[config.mk]
export PLATFORM = sky130hd
export DESIGN_NAME = tone_direction_decoder
export DESIGN_NICKNAME = d
export VERILOG_FILES = /design/src/rtl/tone_pkg.sv /design/src/rtl/tone_priority_enc.sv /design/src/rtl/tone_direction_decoder.sv
export SDC_FILE = /design/constraint.sdc
export NUM_CORES = 1
export LEC_CHECK = 0
export CELL_PAD_IN_SITES_DETAIL_PLACEMENT = 0
export CELL_PAD_IN_SITES_GLOBAL_PLACEMENT = 1
export CORE_UTILIZATION = 40
export DETAILED_ROUTE_END_ITERATION = 10
export PLACE_DENSITY_LB_ADDON = 0.12
export SYNTH_ARGS = -nofsm -noshare
export SYNTH_HDL_FRONTEND = slang
export SYNTH_SLANG_ARGS = --single-unit
[constraint.sdc]
create_clock -name clk -period 3 [get_ports clk]
set_input_delay 0.45 -clock clk [delete_from_list [all_inputs] [get_ports clk]]
set_output_delay 0.45 -clock clk [all_outputs]
set_load 0.02 [all_outputs]
[src/rtl/tone_pkg.sv]
// ============================================================================
// Module      : tone_pkg
// Description : Shared types, direction codes and priority-encode helper
//               for the tone detection blocks.
// Revision    : 1.0 - initial release
// ============================================================================
`default_nettype none

package tone_pkg;

    typedef logic [1:0] state_t;

    localparam state_t c_IDLE    = 2'd0;
    localparam state_t c_QUALIFY = 2'd1;
    localparam state_t c_HOLD    = 2'd2;
    localparam state_t c_REARM   = 2'd3;

    // {stop, code} for the default 2-bit code width
    localparam logic [2:0] c_STOP     = 3'b100;
    localparam logic [1:0] c_STRAIGHT = 2'd0;
    localparam logic [1:0] c_LEFT     = 2'd1;
    localparam logic [1:0] c_RIGHT    = 2'd2;
    localparam logic [1:0] c_BACK     = 2'd3;

    // Index of the lowest set bit; 0 when nothing is set.
    function automatic int unsigned lowest_set_idx(input logic [31:0] vec);
        int unsigned idx;
        idx = 0;
        for (int i = 31; i >= 0; i--) begin
            if (vec[i]) idx = unsigned'(i);
        end
        return idx;
    endfunction

endpackage

`default_nettype wire

[src/rtl/tone_priority_enc.sv]
// ============================================================================
// Module      : tone_priority_enc
// Description : Combinational lowest-index-wins encoder with any-valid flag.
// Revision    : 1.0 - initial release
// ============================================================================
`default_nettype none

module tone_priority_enc
    import tone_pkg::*;
#(
    parameter int NUM_CH = 4,
    parameter int DIR_W  = 2
) (
    input  logic [NUM_CH-1:0] i_tone,
    output logic [DIR_W-1:0]  o_code,
    output logic              o_valid
);

    logic [31:0] w_vec;

    always_comb begin
        w_vec               = '0;
        w_vec[NUM_CH-1:0]   = i_tone;
    end

    assign o_code  = DIR_W'(lowest_set_idx(w_vec));
    assign o_valid = |i_tone;

endmodule

`default_nettype wire

[src/rtl/tone_direction_decoder.sv]
// ============================================================================
// Module      : tone_direction_decoder
// Description : Qualifies a sustained tone, presents its direction code for a
//               fixed hold window, then returns to STOP with optional re-arm.
// Revision    : 1.0 - initial release
// ============================================================================
`default_nettype none

module tone_direction_decoder
    import tone_pkg::*;
#(
    parameter int NUM_CH      = 4,
    parameter int DIR_W       = 2,
    parameter int CNT_W       = 32,
    parameter int QUAL_CYCLES = 12_500_000,
    parameter int HOLD_CYCLES = 12_500_000,
    parameter int GAP_CYCLES  = 0,
    parameter bit REARM_EN    = 1'b1
) (
    input  logic              clk,
    input  logic              rst_n,
    input  logic              en,
    input  logic [NUM_CH-1:0] tone_in,
    output logic [DIR_W:0]    td_dir,
    output logic              det_pulse,
    output logic [DIR_W-1:0]  det_ch
);

    localparam logic [DIR_W:0]   c_STOP_CODE = {1'b1, {DIR_W{1'b0}}};
    localparam logic [CNT_W-1:0] c_QUAL_LAST = CNT_W'(QUAL_CYCLES - 1);
    localparam logic [CNT_W-1:0] c_HOLD_LAST = CNT_W'(HOLD_CYCLES - 1);
    localparam logic [CNT_W-1:0] c_GAP_MAX   = CNT_W'(GAP_CYCLES);

    logic [DIR_W-1:0] w_enc_code;
    logic             w_any;

    state_t           state_q,     state_d;
    logic [DIR_W-1:0] cand_q,      cand_d;
    logic [CNT_W-1:0] qual_cnt_q,  qual_cnt_d;
    logic [CNT_W-1:0] gap_cnt_q,   gap_cnt_d;
    logic [CNT_W-1:0] hold_cnt_q,  hold_cnt_d;
    logic [DIR_W:0]   td_dir_q,    td_dir_d;
    logic             det_pulse_q, det_pulse_d;
    logic [DIR_W-1:0] det_ch_q,    det_ch_d;

    tone_priority_enc #(
        .NUM_CH (NUM_CH),
        .DIR_W  (DIR_W)
    ) u_enc (
        .i_tone  (tone_in),
        .o_code  (w_enc_code),
        .o_valid (w_any)
    );

    always_comb begin
        state_d     = state_q;
        cand_d      = cand_q;
        qual_cnt_d  = qual_cnt_q;
        gap_cnt_d   = gap_cnt_q;
        hold_cnt_d  = hold_cnt_q;
        td_dir_d    = td_dir_q;
        det_pulse_d = 1'b0;
        det_ch_d    = det_ch_q;

        case (state_q)
            c_IDLE: begin
                qual_cnt_d = '0;
                gap_cnt_d  = '0;
                td_dir_d   = c_STOP_CODE;
                if (en && w_any) begin
                    cand_d  = w_enc_code;
                    state_d = c_QUALIFY;
                end
            end

            c_QUALIFY: begin
                if (!en) begin
                    state_d = c_IDLE;
                end else if (tone_in[cand_q]) begin
                    gap_cnt_d = '0;
                    if (qual_cnt_q == c_QUAL_LAST) begin
                        state_d     = c_HOLD;
                        hold_cnt_d  = '0;
                        td_dir_d    = {1'b0, cand_q};
                        det_ch_d    = cand_q;
                        det_pulse_d = 1'b1;
                    end else begin
                        qual_cnt_d = qual_cnt_q + 1'b1;
                    end
                end else if (gap_cnt_q == c_GAP_MAX) begin
                    // One more low cycle would exceed the dropout tolerance
                    state_d = c_IDLE;
                end else begin
                    gap_cnt_d = gap_cnt_q + 1'b1;
                end
            end

            c_HOLD: begin
                if (hold_cnt_q == c_HOLD_LAST) begin
                    td_dir_d = c_STOP_CODE;
                    state_d  = REARM_EN ? c_REARM : c_IDLE;
                end else begin
                    hold_cnt_d = hold_cnt_q + 1'b1;
                end
            end

            c_REARM: begin
                td_dir_d = c_STOP_CODE;
                if (tone_in == '0) state_d = c_IDLE;
            end

            default: begin
                state_d  = c_IDLE;
                td_dir_d = c_STOP_CODE;
            end
        endcase
    end

    always_ff @(posedge clk) begin
        if (!rst_n) begin
            state_q     <= c_IDLE;
            cand_q      <= '0;
            qual_cnt_q  <= '0;
            gap_cnt_q   <= '0;
            hold_cnt_q  <= '0;
            td_dir_q    <= c_STOP_CODE;
            det_pulse_q <= 1'b0;
            det_ch_q    <= '0;
        end else begin
            state_q     <= state_d;
            cand_q      <= cand_d;
            qual_cnt_q  <= qual_cnt_d;
            gap_cnt_q   <= gap_cnt_d;
            hold_cnt_q  <= hold_cnt_d;
            td_dir_q    <= td_dir_d;
            det_pulse_q <= det_pulse_d;
            det_ch_q    <= det_ch_d;
        end
    end

    assign td_dir    = td_dir_q;
    assign det_pulse = det_pulse_q;
    assign det_ch    = det_ch_q;

endmodule

`default_nettype wire

Word-level counts from Yosys, hierarchy flattened
Index checks and enable logic that the tools add are counted.
W data, S select, Z words.
- multiplexer cells: 33
- magnitude comparators: 1
- reductions and logical operators: 16
- $add $sub $neg: 3
- equal/unequal tests: 16
- operator list (cell ; number):
    $mux W32 ; 10
    $pmux W32 S2 ; 3
    $add A32 B1 Y32 const B ; 3
    $eq A32 B24 Y1 const B ; 2
    $logic_not A32 Y1 ; 1
    $mux W2 ; 11
    $ne A2 B2 Y1 const B ; 8
    $reduce_and A4 Y1 ; 4
    $mux W3 ; 4
    $reduce_and A5 Y1 ; 2
    $pmux W3 S3 ; 1
    $ne A4 B4 Y1 const B ; 2
    $pmux W2 S4 ; 1
    $eq A2 B2 Y1 const B ; 2
    $logic_not A4 Y1 ; 1
    $reduce_bool A2 Y1 ; 2
    $reduce_or A4 Y1 ; 1
    $lt A2 B3 Y1 const B ; 1
    $ne A3 B3 Y1 const B ; 1
    $reduce_and A3 Y1 ; 1
    $bmux W1 S2 ; 1
    $eq A2 B1 Y1 const B ; 1
    $logic_not A2 Y1 ; 1
    $mux W1 ; 2
    other kinds (3) ; 3
- flip-flop bits (word level): 106
- logic and storage cells: 77
- input port bits: 7
- output and inout bits: 6

Logic depth before layout (Yosys ltp)
- depth in word-level cells: 5
- gate-level depth with buffers: 9
- depth with buffers taken out: 7

Cells and area by module
From an unflattened synthesis, not the netlist that was laid out.
- cells, all modules: 654
- area, all modules: 5318.9 um2
- by module, submodules not included (module ; cells each ; area each (um2) ; sequential area each (um2) ; instances):
    tone_direction_decoder ; 647 ; 5283.8 ; 2122.0 ; 1
    tone_priority_enc ; 7 ; 35.0 ; 0.0 ; 1

Worst setup path after synthesis
OpenSTA, ideal clock, no wires.
- kind: input port to flip-flop
- start: input port tone_in[3]
- end: register gap_cnt_q[27]
- setup time: 0.086 ns
- path slack: 0.798 ns
- data arrival time: 2.117 ns
- stages: 7
- path through: mux4_2 nand2b_4 o31ai_4 buf_4 buf_4 a21oi_1 a211oi_1
- cells in the longest elaborated chain, start to end: 5
- elaborated cells on any way between the ends: 7
- classes of those cells: 1 x eq/ne; 5 x mux; 1 x reduce/logical
- RTL lines (what ; RTL line ; RTL):
    start: declaration ; tone_direction_decoder.sv:23 ; input logic [NUM_CH-1:0] tone_in,
    $bmux W1 S2 (*) ; tone_direction_decoder.sv:79 ; end else if (tone_in[cand_q]) begin
    $mux W1 (implied by the code) (*) ; tone_direction_decoder.sv:79 ;
    $mux W32 ; tone_direction_decoder.sv:79 ;
    $mux W32 ; tone_direction_decoder.sv:77 ; if (!en) begin
    $pmux W32 S2 ; tone_direction_decoder.sv:65 ; case (state_q)
    end signal: assignment ; tone_direction_decoder.sv:133 ; gap_cnt_q <= gap_cnt_d;
    end: declaration ; tone_direction_decoder.sv:40 ; logic [CNT_W-1:0] gap_cnt_q, gap_cnt_d;
Mark *: on every way between the ends. The rest lies on a longest branch, timed or not. The select of a mux whose other input is x is not followed.
A chain may end at the register's enable or synchronous reset.

==> impl_metrics.json <==
{
  "path_class": "flop to flop",
  "ys_types": 72,
  "crit_path_max_incr_delay_ps": 570,
  "finalCriticalPeriod_ps": 2500,
  "dieArea_um2": 15400,
  "pin_count": 13,
  "postSynthAreaPerCell_um2": 8.05,
  "finalHoldViolCount": 0,
  "min_path_type": "flop to flop",
  "cts_tree": "yes",
  "grtUsageTotal_pct": 21.5,
  "cts_sinks": 106,
  "cts_setup_buffers": 0,
  "first_pass_iters": 5,
  "tns_ps": 0,
  "hold_ws_ps": 460,
  "startpoint_type": "flop",
  "nets": 751,
  "rrSetupSlack_ps": 500,
  "ys_seq_area_share_pct": 35.6,
  "synth-edff-count": 0,
  "die_h_um": 124,
  "vias": 5643,
  "synthFlopType": "dfxtp_1",
  "critPathLaunch": "hold_cnt_q[0]",
  "cp_top_family": "simple AND/OR/NAND/NOR gates",
  "outcome": "complete, no violations",
  "rows": 44,
  "grt_antenna_before_repair": 0,
  "fillers": 1457,
  "cts-buffers-inserted": 9,
  "routabilityCongestion": 0.850,
  "ys_warn_count": 0,
  "die_x_um": 124,
  "r2r_end": "det_ch[0]",
  "drt_iter0_drc": 410,
  "p_per_area_nw_per_um2": 431,
  "max_freq_mhz": 399,
  "period_share_pct": 83.4,
  "grt_overflow": 0,
  "fin_cells": 929,
  "grt_pass1_wl_mm": 26.1,
  "drive_gt1_share_pct": 8.99,
  "via_per_inst": 6.07,
  "grt_pass1_vias": 5183,
  "hold_buffers": 0,
  "cts_buffer_depth": 2,
  "endpoint_kind": "flop",
  "placed_cells": 913,
  "initial_utilization_pct": 41.0,
  "place_ws_ps": 158,
  "synth_area_um2": 5960,
  "path_cells": "ha_1 -> nand4_1 -> or4_1 -> o31ai_4 -> buf_4 -> or3b_1 -> a21oi_1",
  "numPortBuffers": 12,
  "worstHoldPathCells": 2,
  "post-dp-hpwl_mm": 10.8,
  "diodes": 0,
  "r2r_start": "hold_cnt_q[0]",
  "grt_start_max_net_pins": 46,
  "cp.buffers_inverters": 1,
  "cap_violations": 0,
  "totalPowerFinal_mw": 2.87,
  "required_ps": 3290,
  "syn-num-nets": 752,
  "critPathCapture": "det_ch[0]",
  "coreArea_um2": 14500,
  "cts_resized": 0,
  "critPathSlowestCell": "or4_1",
  "finalSetupViolations": 0,
  "worst_pin_slew_ps": 846,
  "cp_num_cells": 7,
  "vdd_drop_max_mv": 0.262,
  "ys_seq_elements": 106,
  "area.growth.synth_to_final_pct": 11.5,
  "drc": 0,
  "wire_per_inst_um": 16.7,
  "cts_root_buf": "clkbuf_16",
  "drv_slew": 0,
  "power.leakage_nw": 1.93,
  "insertion_delay_ps": 360,
  "drt-total-wl_mm": 15.5,
  "arrival_ps": 2790,
  "path_clk_slew_ps": 80,
  "async_reset_ff_share_pct": 0,
  "rsz0062_at_grt": "no",
  "rr_worst_depth": 7,
  "htreeDepth": 3,
  "crit_fanout": 9,
  "skew_ps": 8.93,
  "synthCells": 741,
  "fin_ws_ps": 497,
  "final_antenna_net_count": 0,
  "relSlewSlack_pct": 43.1
}
layout make-up:
| cell class | instances | area [um2] | share of cell area, % |
|---|---|---|---|
| Clock buffer | 10 | 239 | 3.59 |
| Tap cell | 184 | 230 | 3.46 |
| Multi-Input combinational cell | 562 | 3550 | 53.4 |
| Inverter | 23 | 86.3 | 1.30 |
| Timing Repair Buffer | 38 | 348 | 5.23 |
| Clock inverter | 6 | 71.3 | 1.07 |
| Sequential cell | 106 | 2120 | 31.9 |
power by group:
group | total (mW) | internal (mW) | switching (mW)
clock network | 1.25 | 0.678 | 0.570
registers | 1.42 | 1.41 | 0.0108
logic | 0.196 | 0.0643 | 0.132
total | 2.87 | 2.15 | 0.713
worst min-delay path by stage:
| stage | from | end | slack (ps) |
|---|---|---|---|
| finish | det_ch[0] | det_ch[0] | 460 |
| global route | hold_cnt_q[31] | hold_cnt_q[31] | 510 |
| CTS | det_ch[0] | det_ch[0] | 470 |
| detailed placement | det_ch[0] | det_ch[0] | 450 |
| global placement | det_ch[0] | det_ch[0] | 450 |
| floorplan | qual_cnt_q[4] | qual_cnt_q[4] | 450 |
metrics by stage:
step                area, um2  util (%)
floorplan                5960         -
global placement         6340      43.6
detailed placement       6340      43.6
CTS                      6650      45.7
global route             6650      45.7
finish                   6650      45.7
layer usage:
layer  GRT usage, %  wire, um  up-vias  part of all wire, %
met5              0         0        -                    0
met4           4.91       109        0                 0.70
met3           4.44       448        7                  2.9
met2           34.6      7260       78                   47
met1           29.3      7690     2737                   50
li1               -         -     2821                    -
synthesized netlist by cell type (16+ instances only):
cell        n  area share, %
dfxtp_1   106             36
a21oi_1    61            5.1
nand3_1    54            4.5
nand2_1    53            3.3
nor2_1     50            3.1
clkbuf_1   38            2.4
nand4_1    38            4.0
nor4_1     29            3.0
o21ai_0    29            2.4
or3_1      22            2.3
inv_1      20            1.3
or4_1      17            2.1
mux2i_1    16            2.7
nor3_1     16            1.3
o31ai_1    16            2.0
xnor2_1    16            2.3
worst min-delay path, delay by kind of cell, from the launching register on:
family	cells	cell delay [ps]
simple gates	1	50
compound gates	1	50
flops	1	310
sequential cells by signal, indices dropped and copies added, names as in the netlist, named ones only:
signal / flops
cand_q: 2
hold_cnt_q: 32
qual_cnt_q: 32
td_dir: 3
det_pulse: 1
state_q: 1
gap_cnt_q: 32
det_ch: 2
logic make-up after synthesis:
logic type,after synthesis,share of synthesized area (%)
fa+ha+maj,4,0.839
flops,106,35.6
compound gates,166,18.6
buf+inv,73,5.08
simple gates,354,33.8
mux,17,3.06
xor+xnor,21,3.08
placed cells by master, fill, tap and decap left out, types with 5 or more instances in the layout:
cell             count
nor2_1              50
and4_1              15
a211oi_1             8
dfxtp_1            106
xnor2_1             16
nand4_1             38
and3_1              14
nand3_1             54
buf_4               23
o221a_2              5
a21oi_1             61
nor3_1              16
and2_1               5
nand2_1             53
nor4_1              29
clkbuf_16            9
xor2_1               5
mux2i_1             16
o31ai_1             16
or4_1               17
inv_1               20
a31oi_1              9
or3_1               22
clkdlybuf4s50_1     11
o21ai_0             28
nand3b_1            15
(Power assumes the default switching activity.)
